File: config.mk
export PLATFORM = sky130hd
export DESIGN_NAME = seq_pattern_tx
export DESIGN_NICKNAME = d
export VERILOG_FILES = /design/src/rtl/seq_pattern_tx.sv
export SDC_FILE = /design/constraint.sdc
export NUM_CORES = 1
export LEC_CHECK = 0
export CAP_MARGIN = 10
export CORE_MARGIN = 3
export CORE_UTILIZATION = 55
export CTS_BUF_LIST = sky130_fd_sc_hd__clkbuf_8
export DETAILED_ROUTE_END_ITERATION = 8
export PLACE_DENSITY = 0.8
export SETUP_SLACK_MARGIN = 0.05
export SYNTH_ARGS = -nofsm -noshare
export SYNTH_HDL_FRONTEND = slang
export SYNTH_SLANG_ARGS = --single-unit
File: constraint.sdc
create_clock -name clk -period 3.05 [get_ports clk]
set_clock_uncertainty 0.15 [all_clocks]
set_input_delay 0.61 -clock clk [delete_from_list [all_inputs] [get_ports clk]]
set_output_delay 0.61 -clock clk [all_outputs]
set_load 0.02 [all_outputs]
File: src/rtl/seq_pattern_tx.sv
// Serial pattern transmitter: shifts out the low len bits of pattern MSB-first,
// repeated reps+1 times with a one-cycle gap between copies, then pulses done.
// Latency: first bit one cycle after start is accepted; no stalls. start is only
// accepted while ready=1; abort cancels a transfer in SHIFT/GAP.
//
// Ports:
//   clk        rising-edge clock
//   rst        synchronous active-high reset
//   start      load request (accepted only when ready=1)
//   pattern    bits to send (low len bits, MSB of that field first)
//   len        bits per transmission (0 or >WIDTH means WIDTH)
//   reps       extra repetitions (total transmissions = reps+1)
//   abort      cancels an active transfer (SHIFT or GAP)
//   ready      idle and not in reset
//   busy       in SHIFT, GAP or DONE
//   out        registered serial bit
//   out_valid  out carries a pattern bit this cycle
//   done       one-cycle completion pulse
module seq_pattern_tx #(
  parameter int WIDTH = 8,
  parameter int LW    = 4
) (
  input  logic             clk,
  input  logic             rst,
  input  logic             start,
  input  logic [WIDTH-1:0] pattern,
  input  logic [LW-1:0]    len,
  input  logic [3:0]       reps,
  input  logic             abort,
  output logic             ready,
  output logic             busy,
  output logic             out,
  output logic             out_valid,
  output logic             done
);

  typedef enum logic [1:0] {
    S_IDLE  = 2'd0,
    S_SHIFT = 2'd1,
    S_GAP   = 2'd2,
    S_DONE  = 2'd3
  } state_t;

  localparam logic [LW-1:0] FULL_LEN = LW'(WIDTH);

  state_t             r_state;
  logic [WIDTH-1:0]   r_pat;     // captured pattern, left-aligned so bit WIDTH-1 is first
  logic [WIDTH-1:0]   r_sh;      // working shift register for the current transmission
  logic [LW-1:0]      r_len;
  logic [3:0]         r_reps;    // repetitions still to send after the current one
  logic [LW-1:0]      r_bitcnt;  // bits already presented in this transmission
  logic               r_out;
  logic               r_out_valid;
  logic               r_done;

  logic [LW-1:0]      w_eff_len;
  logic [LW-1:0]      w_shamt;
  logic [WIDTH-1:0]   w_aligned;

  // Out-of-range lengths collapse to a full-width transfer.
  assign w_eff_len = ((len == '0) || (len > FULL_LEN)) ? FULL_LEN : len;
  assign w_shamt   = FULL_LEN - w_eff_len;
  // Left-align so the MSB of the used field always sits at bit WIDTH-1;
  // the unused high bits of pattern are shifted out and never transmitted.
  assign w_aligned = pattern << w_shamt;

  always_ff @(posedge clk) begin
    if (rst) begin
      r_state     <= S_IDLE;
      r_pat       <= '0;
      r_sh        <= '0;
      r_len       <= '0;
      r_reps      <= '0;
      r_bitcnt    <= '0;
      r_out       <= 1'b0;
      r_out_valid <= 1'b0;
      r_done      <= 1'b0;
    end else begin
      case (r_state)
        S_IDLE: begin
          r_out       <= 1'b0;
          r_out_valid <= 1'b0;
          r_done      <= 1'b0;
          // abort has no meaning here, so start always wins
          if (start) begin
            r_pat       <= w_aligned;
            r_sh        <= w_aligned << 1;
            r_len       <= w_eff_len;
            r_reps      <= reps;
            r_bitcnt    <= LW'(1);
            r_out       <= w_aligned[WIDTH-1];
            r_out_valid <= 1'b1;
            r_state     <= S_SHIFT;
          end
        end

        S_SHIFT: begin
          if (abort) begin
            r_out       <= 1'b0;
            r_out_valid <= 1'b0;
            r_bitcnt    <= '0;
            r_state     <= S_IDLE;
          end else if (r_bitcnt == r_len) begin
            // the bit on out now is the last of this transmission
            r_out       <= 1'b0;
            r_out_valid <= 1'b0;
            r_bitcnt    <= '0;
            if (r_reps != 4'd0) begin
              r_state <= S_GAP;
            end else begin
              r_done  <= 1'b1;
              r_state <= S_DONE;
            end
          end else begin
            r_out    <= r_sh[WIDTH-1];
            r_sh     <= r_sh << 1;
            r_bitcnt <= r_bitcnt + LW'(1);
          end
        end

        S_GAP: begin
          if (abort) begin
            r_out       <= 1'b0;
            r_out_valid <= 1'b0;
            r_state     <= S_IDLE;
          end else begin
            // restart from the captured pattern; first bit goes out immediately
            r_reps      <= r_reps - 4'd1;
            r_sh        <= r_pat << 1;
            r_out       <= r_pat[WIDTH-1];
            r_out_valid <= 1'b1;
            r_bitcnt    <= LW'(1);
            r_state     <= S_SHIFT;
          end
        end

        S_DONE: begin
          r_done  <= 1'b0;
          r_state <= S_IDLE;
        end

        default: begin
          r_out       <= 1'b0;
          r_out_valid <= 1'b0;
          r_done      <= 1'b0;
          r_state     <= S_IDLE;
        end
      endcase
    end
  end

  assign ready     = (r_state == S_IDLE) && !rst;
  assign busy      = (r_state != S_IDLE);
  assign out       = r_out;
  assign out_valid = r_out_valid;
  assign done      = r_done;

endmodule

# After elaboration in Yosys (flattened, before gate mapping)
# Cells that the tools add are included.
word_totals:
  register_bits: 33
  inputBits: 20
  wordCells: 77
op_classes:
  addsub: 3
  order_cmp: 1
  n_eq_ne: 11
  shifts: 1
  n_mux: 34
  reduce_logical: 18
op_table:
  columns: ["cell", "n"]
  rows:
  - ["$mux 8", 4]
  - ["$mux 4", 7]
  - ["$pmux 8 s3", 1]
  - ["$mux 1", 13]
  - ["$ne 2x2->1 const B", 6]
  - ["$pmux 4 s3", 1]
  - ["$pmux 2 s4", 1]
  - ["$pmux 4 s2", 1]
  - ["$shl 8x4->8", 1]
  - ["$mux 2", 3]
  - ["$pmux 1 s3", 2]
  - ["$reduce_and 2->1", 3]
  - ["$reduce_and 3->1", 2]
  - ["$reduce_bool 2->1", 3]
  - ["$reduce_and 5->1", 1]
  - ["$add 4x1->4 const B", 1]
  - ["$eq 2x2->1 const B", 2]
  - ["$eq 4x4->1", 1]
  - ["$gt 4x4->1 const B", 1]
  - ["$logic_not 4->1", 1]
  - ["$reduce_and 4->1", 1]
  - ["$reduce_bool 4->1", 1]
  - ["$sub 4x1->4 const B", 1]
  - ["$sub 4x4->4 const A", 1]
  - ["other kinds (9)", 9]

# Logic depth before layout (Yosys ltp)
# Gate-level depths: netlist of the first run.
depth:
  ltp_word: 7
  mapped_depth: 9
  depth_no_buf: 7

# Worst setup path before layout of the first run
# Ideal clock, no wire load.
synth_timing:
  path_type: "input to register"
  from: "input len[3]"
  to: "register r_out (netlist: out)"
  setup_ns: 0.073
  arrival_time_ns: 2.364
  required_ns: 2.827
  path_slack_ns: 0.464
  stages: 8
  path_buffers: 2
  cell_sequence: "nand2b_4 buf_12 ha_1 buf_2 clkinv_1 mux4_2 o311ai_1 nor3b_2"
synth_via:
  elab_chain_cells: 7
synth_rtl:
  columns: ["element", "line", "source"]
  rows:
  - ["from (decl)", "27", "input logic [LW-1:0] len,"]
  - ["$gt 4x4->1 or $logic_not 4->1 (tied branches)", "61", "assign w_eff_len = ((len == '0) || (len > FULL_LEN)) ? FULL_LEN : len;"]
  - ["$logic_or 1x1->1", "61", null]
  - ["$mux 4 (*)", "61", null]
  - ["$sub 4x4->4 (*)", "62", "assign w_shamt = FULL_LEN - w_eff_len;"]
  - ["$shl 8x4->8 (*)", "65", "assign w_aligned = pattern << w_shamt;"]
  - ["$mux 1 (*)", "85", "if (start) begin"]
  - ["$pmux 1 s3 (*)", "79", "case (r_state)"]
  - ["to (signal assigned)", "91", "r_out <= w_aligned[WIDTH-1];"]
  - ["to (signal assigned)", "115", "r_out <= r_sh[WIDTH-1];"]
  - ["to (signal assigned)", "130", "r_out <= r_pat[WIDTH-1];"]
  - ["to (decl)", "52", "logic r_out;"]
# Every way passes the cells marked *; elsewhere a longest branch is shown, timed or not.
# A chain may end at the register's enable or synchronous reset.

# Final worst setup path of the first run
layout_timing:
  from: "input len[3]"
  to: "register r_sh[7]"
layout_via:
  elab_chain_cells: 7
layout_rtl:
  columns: ["element", "line", "source"]
  rows:
  - ["$gt 4x4->1 or $logic_not 4->1 (tied branches)", "61", null]
  - ["$logic_or 1x1->1", "61", null]
  - ["$mux 4 (*)", "61", null]
  - ["$sub 4x4->4 (*)", "62", null]
  - ["$shl 8x4->8 (*)", "65", null]
  - ["$mux 8 (*)", "85", null]
  - ["$pmux 8 s3 (*)", "79", null]
  - ["to (signal assigned)", "87", "r_sh <= w_aligned << 1;"]
  - ["to (signal assigned)", "116", "r_sh <= r_sh << 1;"]
  - ["to (signal assigned)", "129", "r_sh <= r_pat << 1;"]
  - ["to (decl)", "48", "logic [WIDTH-1:0] r_sh;"]
# Every way passes the cells marked *; elsewhere a longest branch is shown, timed or not. The select of a mux whose other input is x is not followed.

==> flow_summary.ini, run 1 <==
[sta]
final_clock_period_utilization_by_the_worst_path_pct = 91.1
tightest_slew_ns = 0.579
achievable-frequency_mhz = 360
timing.final.ws_setup_ns = 0.273
slew_viol_final = 0
rsz0062_at_grt = no
finalSetupTns_ns = 0
finalHoldViolations = 0
report.final.setup_viol = 0
final_period_minus_worst_setup_slack_ns = 2.78
slew-limit-headroom_pct = 61.3

[final_layout]
fillCellCount = 275
final_cell_area_um2 = 2480
final_core_area_utilization_pct = 72.1
antenna_cells = 0
layout-area-overhead-vs-synth_pct = 22.9
finish.net_count = 305
drive_gt1_share_pct = 10.8

[die]
initial_core_util_pct = 58.6
die_height_um = 66.6
top_level_ports = 25
fp.dieW_um = 66.6
core_region_area_um2 = 3440
fp.dieArea_um2 = 4430
rows = 21

[grt]
antenna_found_initial = 0
grt_overflow = 0
grt_start_max_net_pins = 37
track_usage_pct = 23.6
first_pass_grt_wire_length_mm = 8.12
grt_pass1_vias = 1823

[hold_path]
whs_endpoint = r_sh[2]$_SDFFE_PP0P_
hold_depth = 2
hold_class = reg -> reg
hold_start = r_sh[2]$_SDFFE_PP0P_

[critical_path]
critPathKind = in -> reg
reg2reg_to = r_sh[5]$_SDFFE_PP0P_
worst_path_dominant_cell_family = buffers and inverters
worstPathCellList = clkdlybuf4s50_1 > nand2b_1 > ha_1 > inv_1 > or3_1 > a41oi_2 > mux2i_1 > o41ai_1
path_depth = 8
reg2reg_setup_slack_ns = 0.64
critPathRequiredTime_ns = 3.09
worstSetupEndpointType = flip-flop
path_buf_inv = 2
timing.critical_path.fanout_max = 6
critical-path-slowest-cell = sky130_fd_sc_hd__clkdlybuf4s50_1
crit_path_max_incr_delay_ns = 0.53
r2r_start = r_state[0]$_SDFFE_PP0P_
rr_worst_depth = 7
worst_setup_path_start_kind = primary input
timing.critical_path.arrival_ns = 2.81

[clocking]
clock_latency_ns = 0.30
cts_max_level = 2
clkTransAtPathRegs_ns = 0.07
cts_buffers = 5
cts_resized = 0
post_cts_hold_buffer_count = 0
cts_sinks = 32
cts_max_path_buffers = 2
root_buffer_cell = sky130_fd_sc_hd__clkbuf_8
cts_tree = done
post_cts_buffers = 0

[drt]
detailedRoute.firstPassIterationCount = 4
dr_total_vias = 1945
final_antenna_net_count = 0
detail_route.wl_per_cell_um = 15.1
detail_route.drc_violations = 0
routed_via_density = 6.00
drtIter0Drc = 125
totalWireLength_mm = 4.88

[run_status]
status = complete, no violations

[synth]
synth.avg_cell_area_um2 = 8.20
synth-edff-count = 0
synthesis.nets = 274
synth_common_cells = sky130_fd_sc_hd__dfxtp_1, sky130_fd_sc_hd__nor2_1, sky130_fd_sc_hd__a21oi_1
synth_seq_area_share_pct = 31.7
synth-seq-cells = 32
ys.warnings.count = 0
synthesized_instance_count = 246
synth_async_sr_flop_share_pct = 0
post_synth_main_area_contributors = sky130_fd_sc_hd__dfxtp_1, sky130_fd_sc_hd__a21oi_1, sky130_fd_sc_hd__mux2i_1, sky130_fd_sc_hd__nor2_1, sky130_fd_sc_hd__ha_1
synth.lib_cells_used.distinct = 52
synthesis.area_um2 = 2020
synthMostInstantiatedCell = sky130_fd_sc_hd__dfxtp_1
netlist.area_leader.share_pct = 31.7
synthFlopType = sky130_fd_sc_hd__dfxtp_1
synth_top_cell_by_area = sky130_fd_sc_hd__dfxtp_1

[placed_design]
gp_congestion = 0.871
place.detailed.hpwl_mm = 3.42
io_buffers = 24
preCtsSetupSlack_ns = 0.0000133
placement.cell_area_um2 = 2350

[job]
max_cap_viol_count = 0

[pwr]
power_per_cell_area_nw_per_um2 = 564
vdd.ir_drop.worst_mv = 0.376
power.leakage_nw = 0.988
-- cell usage in the layout, fill, tap and decap left out, types with 2 or more instances in the layout --
cell	synthesis	final
sky130_fd_sc_hd__buf_4	0	16
sky130_fd_sc_hd__clkbuf_8	0	7
sky130_fd_sc_hd__o211ai_1	4	4
sky130_fd_sc_hd__clkdlybuf4s50_1	0	24
sky130_fd_sc_hd__inv_1	9	9
sky130_fd_sc_hd__nand2b_1	5	5
sky130_fd_sc_hd__o41ai_1	2	2
sky130_fd_sc_hd__nand2_1	11	11
sky130_fd_sc_hd__o21ai_0	7	7
sky130_fd_sc_hd__xor2_1	5	5
sky130_fd_sc_hd__nor3b_1	2	2
sky130_fd_sc_hd__mux2i_1	12	12
sky130_fd_sc_hd__ha_1	8	8
sky130_fd_sc_hd__a211oi_1	4	4
sky130_fd_sc_hd__or3_1	3	3
sky130_fd_sc_hd__o31ai_1	4	4
sky130_fd_sc_hd__a22oi_1	3	3
sky130_fd_sc_hd__nor4_1	4	4
sky130_fd_sc_hd__nand3b_1	4	4
sky130_fd_sc_hd__a221oi_1	3	3
sky130_fd_sc_hd__a21oi_1	25	25
sky130_fd_sc_hd__a221o_1	2	2
sky130_fd_sc_hd__dfxtp_1	32	32
sky130_fd_sc_hd__a22o_1	3	3
sky130_fd_sc_hd__nor2_1	30	30
sky130_fd_sc_hd__nor2b_1	6	6
sky130_fd_sc_hd__nand3_1	6	6
sky130_fd_sc_hd__nor4b_1	2	2
sky130_fd_sc_hd__nor3_1	12	12
-- cell type report --
type,instances,area [um^2],share of cell area [%]
multi-input cells,188,1260,50.7
inverters,10,37.5,1.51
repair buffers,40,360,14.5
clock inverters,1,30.0,1.21
flip-flops and latches,32,641,25.8
well taps,46,57.6,2.32
clock buffers,7,96.3,3.88
-- flip-flops by register name, indices dropped and copies added, names as in the netlist --
name and cells:
r_reps 4, out_valid 1, out 1, r_pat 8, r_state 2, r_bitcnt 4, done 1, r_len 4
r_sh 7
-- metal layers --
| layer | share of wire, % | vias up | global-route usage (%) |
|---|---|---|---|
| li1 | - | 971 | - |
| met1 | 46 | 907 | 29.2 |
| met2 | 47 | 59 | 38.0 |
| met3 | 5.6 | 8 | 7.25 |
| met4 | 1.4 | 0 | 9.14 |
| met5 | 0 | - | 0 |
-- worst max-delay path by stage --
stage            from              endpoint  slack (ns)
5_1_grt        len[3]  r_sh[7]$_SDFFE_PP0P_        0.12
4_1_cts        len[3]  r_sh[7]$_SDFFE_PP0P_        0.30
3_3_place_gp   len[3]  r_sh[7]$_SDFFE_PP0P_        0.13
6_report       len[3]  r_sh[7]$_SDFFE_PP0P_        0.27
3_5_place_dp   len[3]  r_sh[7]$_SDFFE_PP0P_     0.00001
2_1_floorplan  len[3]      out$_SDFFE_PP0N_        0.46
-- power breakdown --
part | switching, mW | internal, mW | total, mW
sequential | 0.0354 | 0.468 | 0.503
clock | 0.164 | 0.288 | 0.452
combinational | 0.244 | 0.200 | 0.444
total | 0.444 | 0.956 | 1.40
-- tightest hold or removal path, delay by kind of cell (launching register included) --
| kind | cells | cell delay (ns) |
|---|---|---|
| AO/OA/AOI/OAI | 1 | 0.05 |
| flip-flops | 1 | 0.31 |
| AND/OR/NAND/NOR | 1 | 0.05 |
-- stage by stage --
stage / hold slack, ns / std cells / power (mW)
3_3_place_gp: 0.294 / 316 / 0.937
4_1_cts: 0.327 / 324 / 1.40
3_5_place_dp: 0.318 / 316 / 0.943
6_report: 0.317 / 324 / 1.40
5_1_grt: 0.342 / 324 / 1.47
2_1_floorplan: 0.282 / 246 / 0.798
-- logic make-up (layout without fill, tap and decap cells) --
logic type | after synthesis | in the layout | share of synthesized area, %
compound gates | 69 | 69 | 23.6
xor+xnor | 6 | 6 | 2.60
fa+ha+maj | 8 | 8 | 4.96
buf+inv | 26 | 58 | 5.89
flops | 32 | 32 | 31.7
mux | 13 | 13 | 7.07
simple gates | 92 | 92 | 24.1
Note: power is estimated with default switching activity, not from simulation.
==> run 2, diff against run 1 <==
SLEW_MARGIN = 20   (was default)
==> results of run 2 <==
Final layout, timing and power as in run 1 (identical DEF).
